File: src/rtl/rom_arb_pkg.sv
// Shared types and configuration defaults for the boot-loaded ROM arbiter.
// Holds the LOAD/RUN state encoding, response-owner IDs and address helpers.
package rom_arb_pkg;

    localparam int CFG_AW = 32;
    localparam int CFG_DW = 32;

    typedef enum logic {
        ST_LOAD = 1'b0,
        ST_RUN  = 1'b1
    } state_e;

    typedef enum logic {
        OWN_IF = 1'b0,
        OWN_LS = 1'b1
    } owner_e;

    function automatic logic is_misaligned(input logic [1:0] lsb);
        return lsb != 2'b00;
    endfunction

endpackage

File: src/rtl/rom_arb_rr_wait_cnt.sv
// Saturating count of consecutive denied fetch cycles.
// The sat output is what lets the fetch port override load-store priority.
module rr_wait_cnt #(
    parameter int MAX = 4,
    parameter int CW  = (MAX > 0) ? $clog2(MAX + 1) : 1
) (
    input  logic clk,
    input  logic rstn,
    input  logic inc,
    input  logic clr,
    output logic sat
);

    logic [CW-1:0] cnt_q;
    logic [CW-1:0] cnt_d;

    assign sat = (cnt_q == CW'(MAX));

    always_comb begin
        cnt_d = cnt_q;
        if (clr) begin
            cnt_d = '0;
        end else if (inc && !sat) begin
            cnt_d = cnt_q + 1'b1;
        end
    end

    always_ff @(posedge clk or negedge rstn) begin
        if (!rstn) begin
            cnt_q <= '0;
        end else begin
            cnt_q <= cnt_d;
        end
    end

endmodule

File: src/rtl/rom_arb.sv
// Two-port read arbiter in front of a loader-filled ROM with a single read port.
// Load-store has priority; a starved fetch port is forced through after MAX_WAIT denials.
module rom_arb
    import rom_arb_pkg::*;
#(
    parameter int DW        = CFG_DW,
    parameter int AW        = CFG_AW,
    parameter int MAX_WAIT  = 4,
    parameter int BOOT_LOAD = 1
) (
    input  logic          clk,
    input  logic          rstn,

    input  logic          if_req,
    input  logic [AW-1:0] if_addr,
    output logic          if_gnt,
    output logic          if_rvalid,
    output logic [DW-1:0] if_rdata,
    output logic          if_err,

    input  logic          ls_req,
    input  logic [AW-1:0] ls_addr,
    output logic          ls_gnt,
    output logic          ls_rvalid,
    output logic [DW-1:0] ls_rdata,
    output logic          ls_err,

    input  logic          ld_wen,
    input  logic [AW-1:0] ld_addr,
    input  logic [DW-1:0] ld_data,
    input  logic          ld_done,

    output logic          rom_wen,
    output logic [AW-1:0] rom_w_addr,
    output logic [DW-1:0] rom_w_data,

    output logic          rom_ren,
    output logic [AW-1:0] rom_r_addr,
    input  logic [DW-1:0] rom_r_data,

    output logic          run
);

    // Handshake: a port holds x_req with a stable x_addr until x_gnt; the cycle with
    // x_req && x_gnt is the transfer, and x_rvalid (with x_rdata/x_err) follows exactly
    // one cycle later. There is no backpressure on responses.

    localparam state_e RST_STATE = (BOOT_LOAD != 0) ? ST_LOAD : ST_RUN;

    state_e        state_q, state_d;
    logic          resp_vld_q, resp_vld_d;
    owner_e        resp_own_q, resp_own_d;
    logic          resp_err_q, resp_err_d;

    logic          wait_sat;
    logic          pick_vld;
    owner_e        pick_own;
    logic [AW-1:0] pick_addr;
    logic          collide;
    logic          misal;
    logic          grant;

    assign rom_wen    = ld_wen;
    assign rom_w_addr = ld_addr;
    assign rom_w_data = ld_data;

    always_comb begin
        state_d = state_q;
        if (state_q == ST_LOAD && ld_done) begin
            state_d = ST_RUN;
        end
    end

    // Winner selection happens first; a collision with a loader write then blocks the
    // winner outright instead of handing the slot to the other port.
    always_comb begin
        pick_vld  = 1'b0;
        pick_own  = OWN_LS;
        pick_addr = ls_addr;
        if (if_req && (wait_sat || !ls_req)) begin
            pick_vld  = 1'b1;
            pick_own  = OWN_IF;
            pick_addr = if_addr;
        end else if (ls_req) begin
            pick_vld  = 1'b1;
            pick_own  = OWN_LS;
            pick_addr = ls_addr;
        end
        collide = ld_wen && (ld_addr[AW-1:2] == pick_addr[AW-1:2]);
        misal   = is_misaligned(pick_addr[1:0]);
        grant   = (state_q == ST_RUN) && pick_vld && !collide;
    end

    assign if_gnt     = grant && (pick_own == OWN_IF);
    assign ls_gnt     = grant && (pick_own == OWN_LS);
    assign rom_ren    = grant && !misal;
    assign rom_r_addr = pick_addr;

    rr_wait_cnt #(
        .MAX (MAX_WAIT)
    ) u_wait_cnt (
        .clk  (clk),
        .rstn (rstn),
        .inc  (if_req && !if_gnt),
        .clr  (if_gnt),
        .sat  (wait_sat)
    );

    always_comb begin
        resp_vld_d = grant;
        resp_own_d = pick_own;
        resp_err_d = misal;
    end

    always_ff @(posedge clk or negedge rstn) begin
        if (!rstn) begin
            state_q    <= RST_STATE;
            resp_vld_q <= 1'b0;
            resp_own_q <= OWN_IF;
            resp_err_q <= 1'b0;
        end else begin
            state_q    <= state_d;
            resp_vld_q <= resp_vld_d;
            resp_own_q <= resp_own_d;
            resp_err_q <= resp_err_d;
        end
    end

    // Misaligned grants never touched the ROM, so their data is forced to zero.
    assign if_rvalid = resp_vld_q && (resp_own_q == OWN_IF);
    assign ls_rvalid = resp_vld_q && (resp_own_q == OWN_LS);
    assign if_err    = if_rvalid && resp_err_q;
    assign ls_err    = ls_rvalid && resp_err_q;
    assign if_rdata  = (if_rvalid && !resp_err_q) ? rom_r_data : '0;
    assign ls_rdata  = (ls_rvalid && !resp_err_q) ? rom_r_data : '0;

    assign run = (state_q == ST_RUN);

endmodule

File: config.mk
export PLATFORM = sky130hd
export DESIGN_NAME = rom_arb
export DESIGN_NICKNAME = d
export VERILOG_FILES = /design/src/rtl/rom_arb_pkg.sv /design/src/rtl/rom_arb_rr_wait_cnt.sv /design/src/rtl/rom_arb.sv
export SDC_FILE = /design/constraint.sdc
export NUM_CORES = 1
export LEC_CHECK = 0
export ABC_AREA = 1
export CORE_AREA = 2 2 129 131
export CTS_CLUSTER_DIAMETER = 40
export DETAILED_ROUTE_END_ITERATION = 6
export DIE_AREA = 0 0 131 133
export GPL_ROUTABILITY_DRIVEN = 0
export PLACE_DENSITY = 0.59
export SLEW_MARGIN = 20
export SYNTH_ARGS = -nofsm -noshare
export SYNTH_HDL_FRONTEND = slang
export SYNTH_SLANG_ARGS = --single-unit
File: constraint.sdc
create_clock -name clk -period 2.25 [get_ports clk]
set_input_delay 0.45 -clock clk [delete_from_list [all_inputs] [get_ports clk]]
set_output_delay 0.45 -clock clk [all_outputs]
set_load 0.05 [all_outputs]
==> results of run 1 <==
[final cells by class]
class	instances	area share, %
multi-input cells	340	26.3
flip-flops and latches	7	2.24
well taps	220	3.52
repair buffers	352	61.0
diodes	1	0.0320
clock inverters	1	0.0641
inverters	119	5.86
clock buffers	3	0.961
[cells in the mapped netlist (all sizes together) (2+ instances only)]
library cell	count	area share (%)
nor2	78	11
inv	119	16
dfrtp	7	6.4
nand4	2	0.46
o21ai	2	0.50
ha	2	0.91
clkbuf	7	0.96
buf	78	21
nand3b	14	3.8
nand2	158	23
nand3	76	14
a21oi	2	0.36
[kinds of logic after synthesis]
logic type	share of synthesized area, %
muxes	0.365
buffers and inverters	38.6
adders and majority gates	0.911
AOI/OAI and AO/OA	1.14
DFF	6.38
xor gates and xnor gates	0.319
and+or+nand+nor	52.3
[flip-flops by register name (all words and copies together) (netlist names)]
| register | flops |
|---|---|
| resp_err_q | 1 |
| resp_own_q | 1 |
| resp_vld_q | 1 |
| run | 1 |
| u_wait_cnt.cnt_q | 3 |
[metrics by stage]
step / instances / hold WS [ns] / power [mW] / setup TNS (ns)
2_1_floorplan: 550 / 0.154 / 1.58 / -3.23
3_3_place_gp: 1026 / 0.517 / 2.70 / -7.20
3_5_place_dp: 1026 / 0.519 / 2.71 / -6.99
4_1_cts: 1034 / 0.492 / 3.14 / -2.07
5_1_grt: 1043 / 0.513 / 3.41 / -3.63
6_report: 1043 / 0.480 / 3.24 / -2.61
[layer usage]
layer | GRT usage, % | vias to the layer above | part of all wire [%]
met4 | 3.37 | 0 | 1.6
met3 | 4.61 | 11 | 10
met1 | 15.5 | 1785 | 34
met5 | 0 | - | 0
met2 | 30.5 | 214 | 55
li1 | - | 2122 | -
[cell usage in the layout, fill, tap and decap left out, types with 2 or more instances in the layout]
cell / Yosys / final
sky130_fd_sc_hd__buf_4: 71 / 66
sky130_fd_sc_hd__nand3b_1: 14 / 14
sky130_fd_sc_hd__nand2_2: 10 / 20
sky130_fd_sc_hd__nand2_4: 2 / 23
sky130_fd_sc_hd__inv_4: 0 / 3
sky130_fd_sc_hd__nor2_2: 0 / 56
sky130_fd_sc_hd__nand2_1: 146 / 113
sky130_fd_sc_hd__clkdlybuf4s50_1: 0 / 133
sky130_fd_sc_hd__buf_6: 3 / 11
sky130_fd_sc_hd__nand4_1: 2 / 2
sky130_fd_sc_hd__nor2_1: 78 / 11
sky130_fd_sc_hd__inv_2: 0 / 2
sky130_fd_sc_hd__buf_8: 0 / 5
sky130_fd_sc_hd__dfrtp_1: 7 / 7
sky130_fd_sc_hd__buf_12: 0 / 131
sky130_fd_sc_hd__inv_1: 119 / 113
sky130_fd_sc_hd__nand3_1: 76 / 67
sky130_fd_sc_hd__nor2_4: 0 / 11
sky130_fd_sc_hd__nand2_8: 0 / 3
sky130_fd_sc_hd__nand3_2: 0 / 8
sky130_fd_sc_hd__clkbuf_16: 0 / 7
[how the worst max path moves through the flow]
stage | startpoint | end | slack [ns] | cells after the start
after floorplan | u_wait_cnt.cnt_q[0] | rom_ren | -0.32 | 15
final | u_wait_cnt.cnt_q[0] | rom_ren | -0.60 | 17
after CTS | u_wait_cnt.cnt_q[0] | rom_ren | -0.55 | 18
after detailed placement | ls_req | rom_ren | -0.87 | 16
after global placement | ls_req | ls_gnt | -0.87 | 16
after global routing | u_wait_cnt.cnt_q[0] | if_gnt | -0.74 | 17
[what timing repair did]
item	CTS	global route
setup endpoints to repair	33	15
gates cloned	0	5
pin swaps	6	8
resized for setup	46	36
setup buffers	4	3
[power breakdown]
group	internal, mW	switching (mW)
registers	0.153	0.0187
clock network	0.234	0.0739
logic	1.33	1.43
==> results.toml, run 1 <==
[layout]
final_nets = 991
fin_util_pct = 48.3
final.fill_count = 1542
final_cell_area_um2 = 7810
regArea_um2 = 175
area_delta_synth_final_pct = 185
multiInputGateArea_um2 = 2060
final_layout_size_suffix_gt1_share_pct = 43.2

[timing]
timing.clock.skew_ns = 0.00337
relSlewSlack_pct = 63.9
max_clock_freq_mhz = 351
rsz0062_at_grt = "yes"
post-route-min-period_ns = 2.85
final.setup.worst_slack_ns = -0.599
transition_time_at_the_pin_with_the_least_slew_margin_ns = 0.539
setup-violations-final = 9
layout_worst_path_cycle_share_pct = 127
timing_max_transition_violations_final = 0
timing.final.hold_violations = 0

[flow_run]
drv_cap = 0

[power]
power_density_nw_per_um2 = 415
power.leakage_nw = 3.83
vdd.ir_drop.worst_mv = 0.215

[clock_tree]
htreeDepth = 1
clk-insertion-delay-late_ns = 0.24
cts.sink_count = 7
clock_path_buffers = 2
cts-root-buf = "sky130_fd_sc_hd__clkbuf_16"
clkTransAtPathRegs_ns = 0.04
cts_tree = "yes"
ctsHoldBuffers = 0
cts_buffers = 3

[outcome]
run_status = "finished, violations left"
violated_checks = "setup timing"

[drt]
wl_per_cell_um = 14.0
detail_route.first_pass.iterations = 5
dr.first_iter.drc_count = 97
antenna_violating_nets_post_route = 0
via_per_inst = 3.96
route.detailed.drc = 0
dr_total_vias = 4132
drt_wl_total_um = 14600

[floorplan]
fp.coreArea_um2 = 16200
die_w_um = 131
pin_count = 335
initial_utilization_pct = 17.0
row_count = 47
die_height_um = 133
die-area_um2 = 17400

[setup_path]
worstPathArrival_ns = 2.40
crit-reg2reg-capture = "u_wait_cnt.cnt_q[2]"
timing.reg2reg.worst_path_depth = 21
worstPathRequired_ns = 1.80
critPathLaunchType = "flop"
worstPathCellList = "inv_2 -> ha_4 -> nand2_4 -> nand2_8 -> nand2_8 -> buf_8 -> buf_4 -> o21ai_4 -> nand2_1 -> nand2_1 -> nor2_1 -> nand2_1 -> nor2_2 -> nand2_2 -> nand2_4 -> nor2_4 -> buf_12"
worst-path-buf-inv = 4
critical-path-max-stage-delay_ns = 0.39
critical-path-top-cell-by-count = "sky130_fd_sc_hd__nand2_1"
crit_path_max_fanout = 7
timing.critical_path.slowest_stage_cell = "sky130_fd_sc_hd__dfrtp_1"
reg2reg_slack_ns = -0.19
worst-setup-path-type = "flop to output pin"
nature_of_the_critical_path_endpoint = "output pin"
category_of_cells_accounting_for_the_largest_share_of_critical_path_delay = "simple AND/OR/NAND/NOR gates"
critical_path.reg2reg.startpoint = "u_wait_cnt.cnt_q[0]"

[placement]
port_buffers = 266
dpl_cell_area_um2 = 7260
dp.final_hpwl_um = 12900
place_worst_setup_slack_ns = -0.866

[synthesis]
syn-num-nets = 718
syn_area_per_cell_um2 = 4.99
dominantRegCellSynth = "sky130_fd_sc_hd__dfrtp_1"
ys_types = 22
synth_sequential_area_ratio_pct = 6.38
synthesis.area_um2 = 2750
synth-edff-count = 0
syn-instance-count = 550
asyncSetResetFlopFracSynth_pct = 100
ys_seq_elements = 7
ys_warn_count = 0

[global_route]
gr-total-overflow = 0
grt_antenna_before_repair = 1
grt_max_degree = 36
wire_length_of_the_first_global_routing_pass_um = 20700
grt_usage_pct = 15.4
first_global_vias = 3971

[hold_path]
hold_class = "input port to async pin"
(Power assumes the default switching activity.)
==> inputs of run 2 (changes only) <==
SLEW_MARGIN = default   (was 20)
==> results of run 2 <==
The final DEF is identical to that of run 1; final timing and power are the same.
